**src/rtl/mem_port_arbiter.sv**
```systemverilog
// mem_port_arbiter: shares one memory port between the instruction-fetch (IF)
// port and the data (MA) port. A single transaction is outstanding at a time:
// grant in IDLE, issue the request, then collect the read response.
// Optional feature: define ARB_RR_EN for a round-robin tie-break between IF and
// MA. With it undefined, MA always wins a tie.
//
// Handshake rules: a memory request transfers in the cycle mem_req and
// mem_req_ready are both 1; mem_req and its fields stay stable until then. A
// read response transfers in the cycle mem_rdata_valid and mem_rdata_ready are
// both 1; mem_rdata_valid seen while mem_rdata_ready is 0 is ignored.
module mem_port_arbiter (
    input  logic        clk,
    input  logic        rst,
    // instruction-fetch port
    input  logic        if_req,
    input  logic [31:0] if_addr,
    output logic        if_gnt,
    output logic [31:0] if_rdata,
    output logic        if_rvalid,
    input  logic        if_flush,
    // data port
    input  logic        ma_req,
    input  logic        ma_wen,
    input  logic [31:0] ma_addr,
    input  logic [31:0] ma_wdata,
    input  logic [3:0]  ma_wstrb,
    output logic        ma_gnt,
    output logic [31:0] ma_rdata,
    output logic        ma_done,
    // memory bus
    output logic        mem_req,
    output logic        mem_wen,
    output logic [31:0] mem_addr,
    output logic [31:0] mem_wdata,
    output logic [3:0]  mem_wstrb,
    input  logic        mem_req_ready,
    input  logic [31:0] mem_rdata,
    input  logic        mem_rdata_valid,
    output logic        mem_rdata_ready,
    // debug: current FSM state
    output logic [2:0]  state_dbg
);

    typedef enum logic [2:0] {
        IDLE   = 3'd0,
        I_REQ  = 3'd1,
        I_RESP = 3'd2,
        D_REQ  = 3'd3,
        D_RESP = 3'd4
    } state_t;

    state_t state, state_next;
    logic   drop_q, drop_next;
    logic   if_eff;
    logic   ma_win, if_win;
    logic   wen_q;

`ifdef ARB_RR_EN
    // 1 when MA received the most recent grant; resets to "IF last"
    logic   last_ma_q;

    // Remember who was granted last so a tie goes to the other requester
    always_ff @(posedge clk) begin
        if (rst) begin
            last_ma_q <= 1'b0;
        end else if (ma_win) begin
            last_ma_q <= 1'b1;
        end else if (if_win) begin
            last_ma_q <= 1'b0;
        end
    end
`endif

    // Arbitration, only in IDLE; a flush in the same cycle cancels the fetch request
    always_comb begin
        if_eff = if_req && !if_flush;
        ma_win = 1'b0;
        if_win = 1'b0;
        if (state == IDLE && !rst) begin
`ifdef ARB_RR_EN
            if (ma_req && if_eff) begin
                ma_win = !last_ma_q;
                if_win = last_ma_q;
            end else begin
                ma_win = ma_req;
                if_win = if_eff;
            end
`else
            ma_win = ma_req;
            if_win = if_eff && !ma_req;
`endif
        end
    end

    // State and drop-flag register
    always_ff @(posedge clk) begin
        if (rst) begin
            state  <= IDLE;
            drop_q <= 1'b0;
        end else begin
            state  <= state_next;
            drop_q <= drop_next;
        end
    end

    // Next-state logic; the drop flag lives only while a fetch is in flight
    always_comb begin
        state_next = state;
        drop_next  = drop_q;
        case (state)
            IDLE: begin
                drop_next = 1'b0;
                if (ma_win) begin
                    state_next = D_REQ;
                end else if (if_win) begin
                    state_next = I_REQ;
                end
            end
            I_REQ: begin
                if (if_flush) begin
                    drop_next = 1'b1;
                end
                if (mem_req_ready) begin
                    state_next = I_RESP;
                end
            end
            I_RESP: begin
                if (if_flush) begin
                    drop_next = 1'b1;
                end
                if (mem_rdata_valid) begin
                    state_next = IDLE;
                    drop_next  = 1'b0;
                end
            end
            D_REQ: begin
                if (mem_req_ready) begin
                    state_next = wen_q ? IDLE : D_RESP;
                end
            end
            D_RESP: begin
                if (mem_rdata_valid) begin
                    state_next = IDLE;
                end
            end
            default: begin
                state_next = IDLE;
                drop_next  = 1'b0;
            end
        endcase
    end

    // Latch the winning request's fields; they drive the bus until accepted
    always_ff @(posedge clk) begin
        if (rst) begin
            wen_q     <= 1'b0;
            mem_addr  <= 32'h0;
            mem_wdata <= 32'h0;
            mem_wstrb <= 4'h0;
        end else if (ma_win) begin
            wen_q     <= ma_wen;
            mem_addr  <= ma_addr;
            mem_wdata <= ma_wdata;
            mem_wstrb <= ma_wstrb;
        end else if (if_win) begin
            wen_q     <= 1'b0;
            mem_addr  <= if_addr;
            mem_wdata <= 32'h0;
            mem_wstrb <= 4'h0;
        end
    end

    // Register responses and completion pulses; a dropped fetch is consumed silently
    always_ff @(posedge clk) begin
        if (rst) begin
            if_rdata  <= 32'h0;
            if_rvalid <= 1'b0;
            ma_rdata  <= 32'h0;
            ma_done   <= 1'b0;
        end else begin
            if_rvalid <= 1'b0;
            ma_done   <= 1'b0;
            if (state == I_RESP && mem_rdata_valid && !(drop_q || if_flush)) begin
                if_rdata  <= mem_rdata;
                if_rvalid <= 1'b1;
            end
            if (state == D_RESP && mem_rdata_valid) begin
                ma_rdata <= mem_rdata;
                ma_done  <= 1'b1;
            end
            if (state == D_REQ && mem_req_ready && wen_q) begin
                ma_done <= 1'b1;
            end
        end
    end

    // Decoded bus outputs; reset forces the handshake outputs low at once
    always_comb begin
        if_gnt          = if_win;
        ma_gnt          = ma_win;
        mem_req         = !rst && (state == I_REQ || state == D_REQ);
        mem_rdata_ready = !rst && (state == I_RESP || state == D_RESP);
        mem_wen         = wen_q;
        state_dbg       = state;
    end

endmodule
```
**config.mk**
```make
export PLATFORM = sky130hd
export DESIGN_NAME = mem_port_arbiter
export DESIGN_NICKNAME = d
export VERILOG_FILES = /design/src/rtl/mem_port_arbiter.sv
export SDC_FILE = /design/constraint.sdc
export NUM_CORES = 1
export LEC_CHECK = 0
export CELL_PAD_IN_SITES_DETAIL_PLACEMENT = 1
export CELL_PAD_IN_SITES_GLOBAL_PLACEMENT = 1
export CORE_ASPECT_RATIO = 1.1
export CORE_MARGIN = 2
export CORE_UTILIZATION = 25
export DETAILED_ROUTE_END_ITERATION = 10
export PLACE_DENSITY_LB_ADDON = 0.1
export SKIP_LAST_GASP = 1
export SLEW_MARGIN = 20
export SYNTH_ARGS = -nofsm -noshare
export SYNTH_HDL_FRONTEND = slang
export SYNTH_SLANG_ARGS = --single-unit
export TNS_END_PERCENT = 30
```
**constraint.sdc**
```tcl
create_clock -name clk -period 2.5 [get_ports clk]
set_input_delay 0.5 -clock clk [delete_from_list [all_inputs] [get_ports clk]]
set_output_delay 0.5 -clock clk [all_outputs]
set_load 0.01 [all_outputs]
```
==> impl_metrics.yaml <==
grt:
  grt_usage_pct: 18.0
  grt_pass1_vias: 5869
  grt-ovfl-total: 0
  grt_pass1_wl_um: 31600
  antenna_found_initial: 0
  grt_max_degree: 70
logic_synthesis:
  synth_cell_type_count: 31
  ys_seq_area_share_pct: 52.1
  avgSynthCellArea_um2: 8.52
  syn_inst: 627
  ys_seq_elements: 139
  yosys_warnings: 0
  synth_area_mm2: 0.00534
  synth_nets: 767
critical_path:
  cp_max_fo: 3
  r2r_end: "mem_addr[3]"
  end_kind: "output pin"
  cpMaxStageDelayCell: "clkdlybuf4s50_1"
  cp.required_ps: 2000
  crit_arrival_ps: 1900
  cp_slowest_stage_delay_ps: 540
  startpoint_type: "flip-flop"
  crit_chain: "nor4_4, and3b_1, clkdlybuf4s50_1"
  r2r-start: "state_dbg[0]"
  r2r_cells: 6
  r2r_setup_slack_ps: 650
  cp-startpoint: "state_dbg[0]"
  crit_type: "reg -> out"
min_path:
  min_path_type: "reg -> reg"
  holdCritStartpoint: "ma_rdata[14]"
  min_path_cells: 2
  worstHoldEndpoint: "ma_rdata[14]"
sta:
  fin_setup_tns_ps: 0
  fmax_ghz: 0.416
  hold_violations: 0
  period_share_pct: 96.1
  whs_ps: 452
  fin_skew_ps: 11.1
  slew_viol_final: 0
  setup_viol: 0
  worstMarginPinSlew_ps: 697
  fin_crit_ps: 2400
  grt_setup_unrepaired: "no"
  relSlewSlack_pct: 53.5
  fin_ws_ps: 98.5
clocking:
  numCtsBuffers: 17
  clkLatencyLatePin_ps: 420
  cts_tree: "yes"
  postCtsHoldBufs: 0
  cts_max_path_buffers: 2
  numClockSinks: 139
  htreeDepth: 4
  clock-root-buffer: "clkbuf_16"
  clk_pin_slew_ps: 60
layout:
  instances_no_fill: 1196
  layout.nets: 1033
  fin_area_mm2: 0.00904
  fill_cells: 2456
  drive_above_1_share_pct: 9.49
  diodes: 0
  final_util_pct: 42.7
  syn_to_final_growth_pct: 69.3
pwr:
  vdd_drop_max_uv: 497
  leakagePower_nw: 3.14
  p_seq_share_pct: 38.7
  switching_share_pct: 27.8
  powerDensity_mw_per_mm2: 697
  total_power_mw: 6.30
  p_clk_share_pct: 40.9
  p_sw_mw: 1.76
  p_comb_share_pct: 20.4
  internal_power_mw: 4.55
floorplan:
  coreArea_mm2: 0.0212
  io_pins: 282
  die_x_um: 143
  die_y_um: 157
  dieArea_mm2: 0.0226
  initial_utilization_pct: 25.3
  rows: 56
drt:
  drt-initial-drc-count: 233
  drc_errors: 0
  drt-wirelength-per-cell_um: 17.1
  routed_wl_um: 20400
  avgViaCountPerCell: 4.54
  ant_nets: 0
  dr_total_vias: 5431
  firstDrtPassIters: 4
place:
  gp_congestion: 0.731
  place_area_mm2: 0.00844
  hpwl_um: 14600
  io_buffers: 281
  dp_cells: 1163
  place_ws_ps: 171
outcome:
  status: "finished clean"
run:
  drv_cap: 0
cells in the mapped netlist, drive strengths merged:
master	count	area, um2
inv	2	7.51
a21oi	64	320
a22oi	37	278
and3	2	12.5
o21ai	5	25.0
o31ai	2	15.0
clkinv	1	5.00
nor3	5	25.0
dfxtp	139	2780
xnor2	1	8.76
nor2	74	278
nand2	195	734
nor3b	2	15.0
and3b	1	8.76
clkbuf	25	93.8
nand3	2	10.0
nor4	3	33.8
a211oi	2	15.0
nand3b	1	7.51
nor2b	2	12.5
a31oi	1	6.26
a311oi	32	468
o21a	1	8.76
buf	28	173
power by group through the flow:
stage | clock [mW] | sequential (mW) | combinational [mW]
3_5_place_dp | 0 | 2.49 | 1.30
3_3_place_gp | 0 | 2.48 | 1.26
2_1_floorplan | 0 | 2.54 | 0.548
4_1_cts | 2.67 | 2.44 | 1.31
6_report | 2.58 | 2.44 | 1.29
5_1_grt | 2.75 | 2.46 | 1.40
worst max path at each step:
| stage | end | slack [ps] | cells after the start |
|---|---|---|---|
| 3_5_place_dp | if_gnt | 170 | 4 |
| 3_3_place_gp | if_gnt | 160 | 4 |
| 4_1_cts | ma_gnt | 20 | 4 |
| 5_1_grt | if_gnt | 6 | 3 |
| 6_report | if_gnt | 100 | 3 |
| 2_1_floorplan | ma_gnt | 730 | 5 |
placed cells by master, fill, tap and decap left out, types with 2 or more instances in the layout:
cell,n
a21oi_1,64
o21ai_0,4
o31ai_1,2
nor3b_1,2
inv_6,6
clkinvlp_4,2
dfxtp_1,139
nand2_1,194
clkinv_2,2
nor2b_1,2
and3_1,2
nor3_1,5
a311oi_2,30
nor4_1,2
a311oi_1,2
bufinv_16,2
nand3_1,2
a22oi_1,37
clkbuf_16,17
a211oi_1,2
nor2_1,74
buf_12,4
clkdlybuf4s50_1,279
inv_1,2
buf_4,16
per-layer routing:
| metal | vias to the layer above | share of wire, % | track usage [%] |
|---|---|---|---|
| met2 | 171 | 51 | 32.5 |
| met4 | 0 | 1.5 | 5.65 |
| met5 | - | 0 | 0 |
| li1 | 2650 | - | - |
| met3 | 21 | 7.6 | 6.02 |
| met1 | 2589 | 39 | 19.7 |
sequential cells by signal (all words and copies together) (netlist names):
| signal | count |
|---|---|
| mem_wstrb | 4 |
| if_rdata | 32 |
| ma_done | 1 |
| drop_q | 1 |
| state_dbg | 3 |
| ma_rdata | 32 |
| mem_wen | 1 |
| mem_wdata | 32 |
| mem_addr | 32 |
| if_rvalid | 1 |
worst max-delay path, delay by kind of cell (launching register included):
family	cells	cell delay, ps
buffers and inverters	1	540
flip-flops	1	330
AND/OR/NAND/NOR	2	620
timing repair:
item / CTS / global route
setup buffers: 0 / 1
endpoints found under the setup margin: 1 / 2
gates resized for setup: 0 / 1
pin swaps: 1 / 1
cell type report:
class	count	area, um2	area share [%]
clock inverters	13	153	1.69
inverters	3	12.5	0.138
well taps	290	363	4.01
clock buffers	19	443	4.90
repair buffers	300	3010	33.2
flip-flops and latches	139	2780	30.8
multi-input cells	432	2290	25.3
cell families after synthesis:
group	synth area share, %
xor+xnor	0.164
compound gates	21.3
flops	52.1
simple gates	21.3
buf+inv	5.22
(Power assumes the default switching activity.)
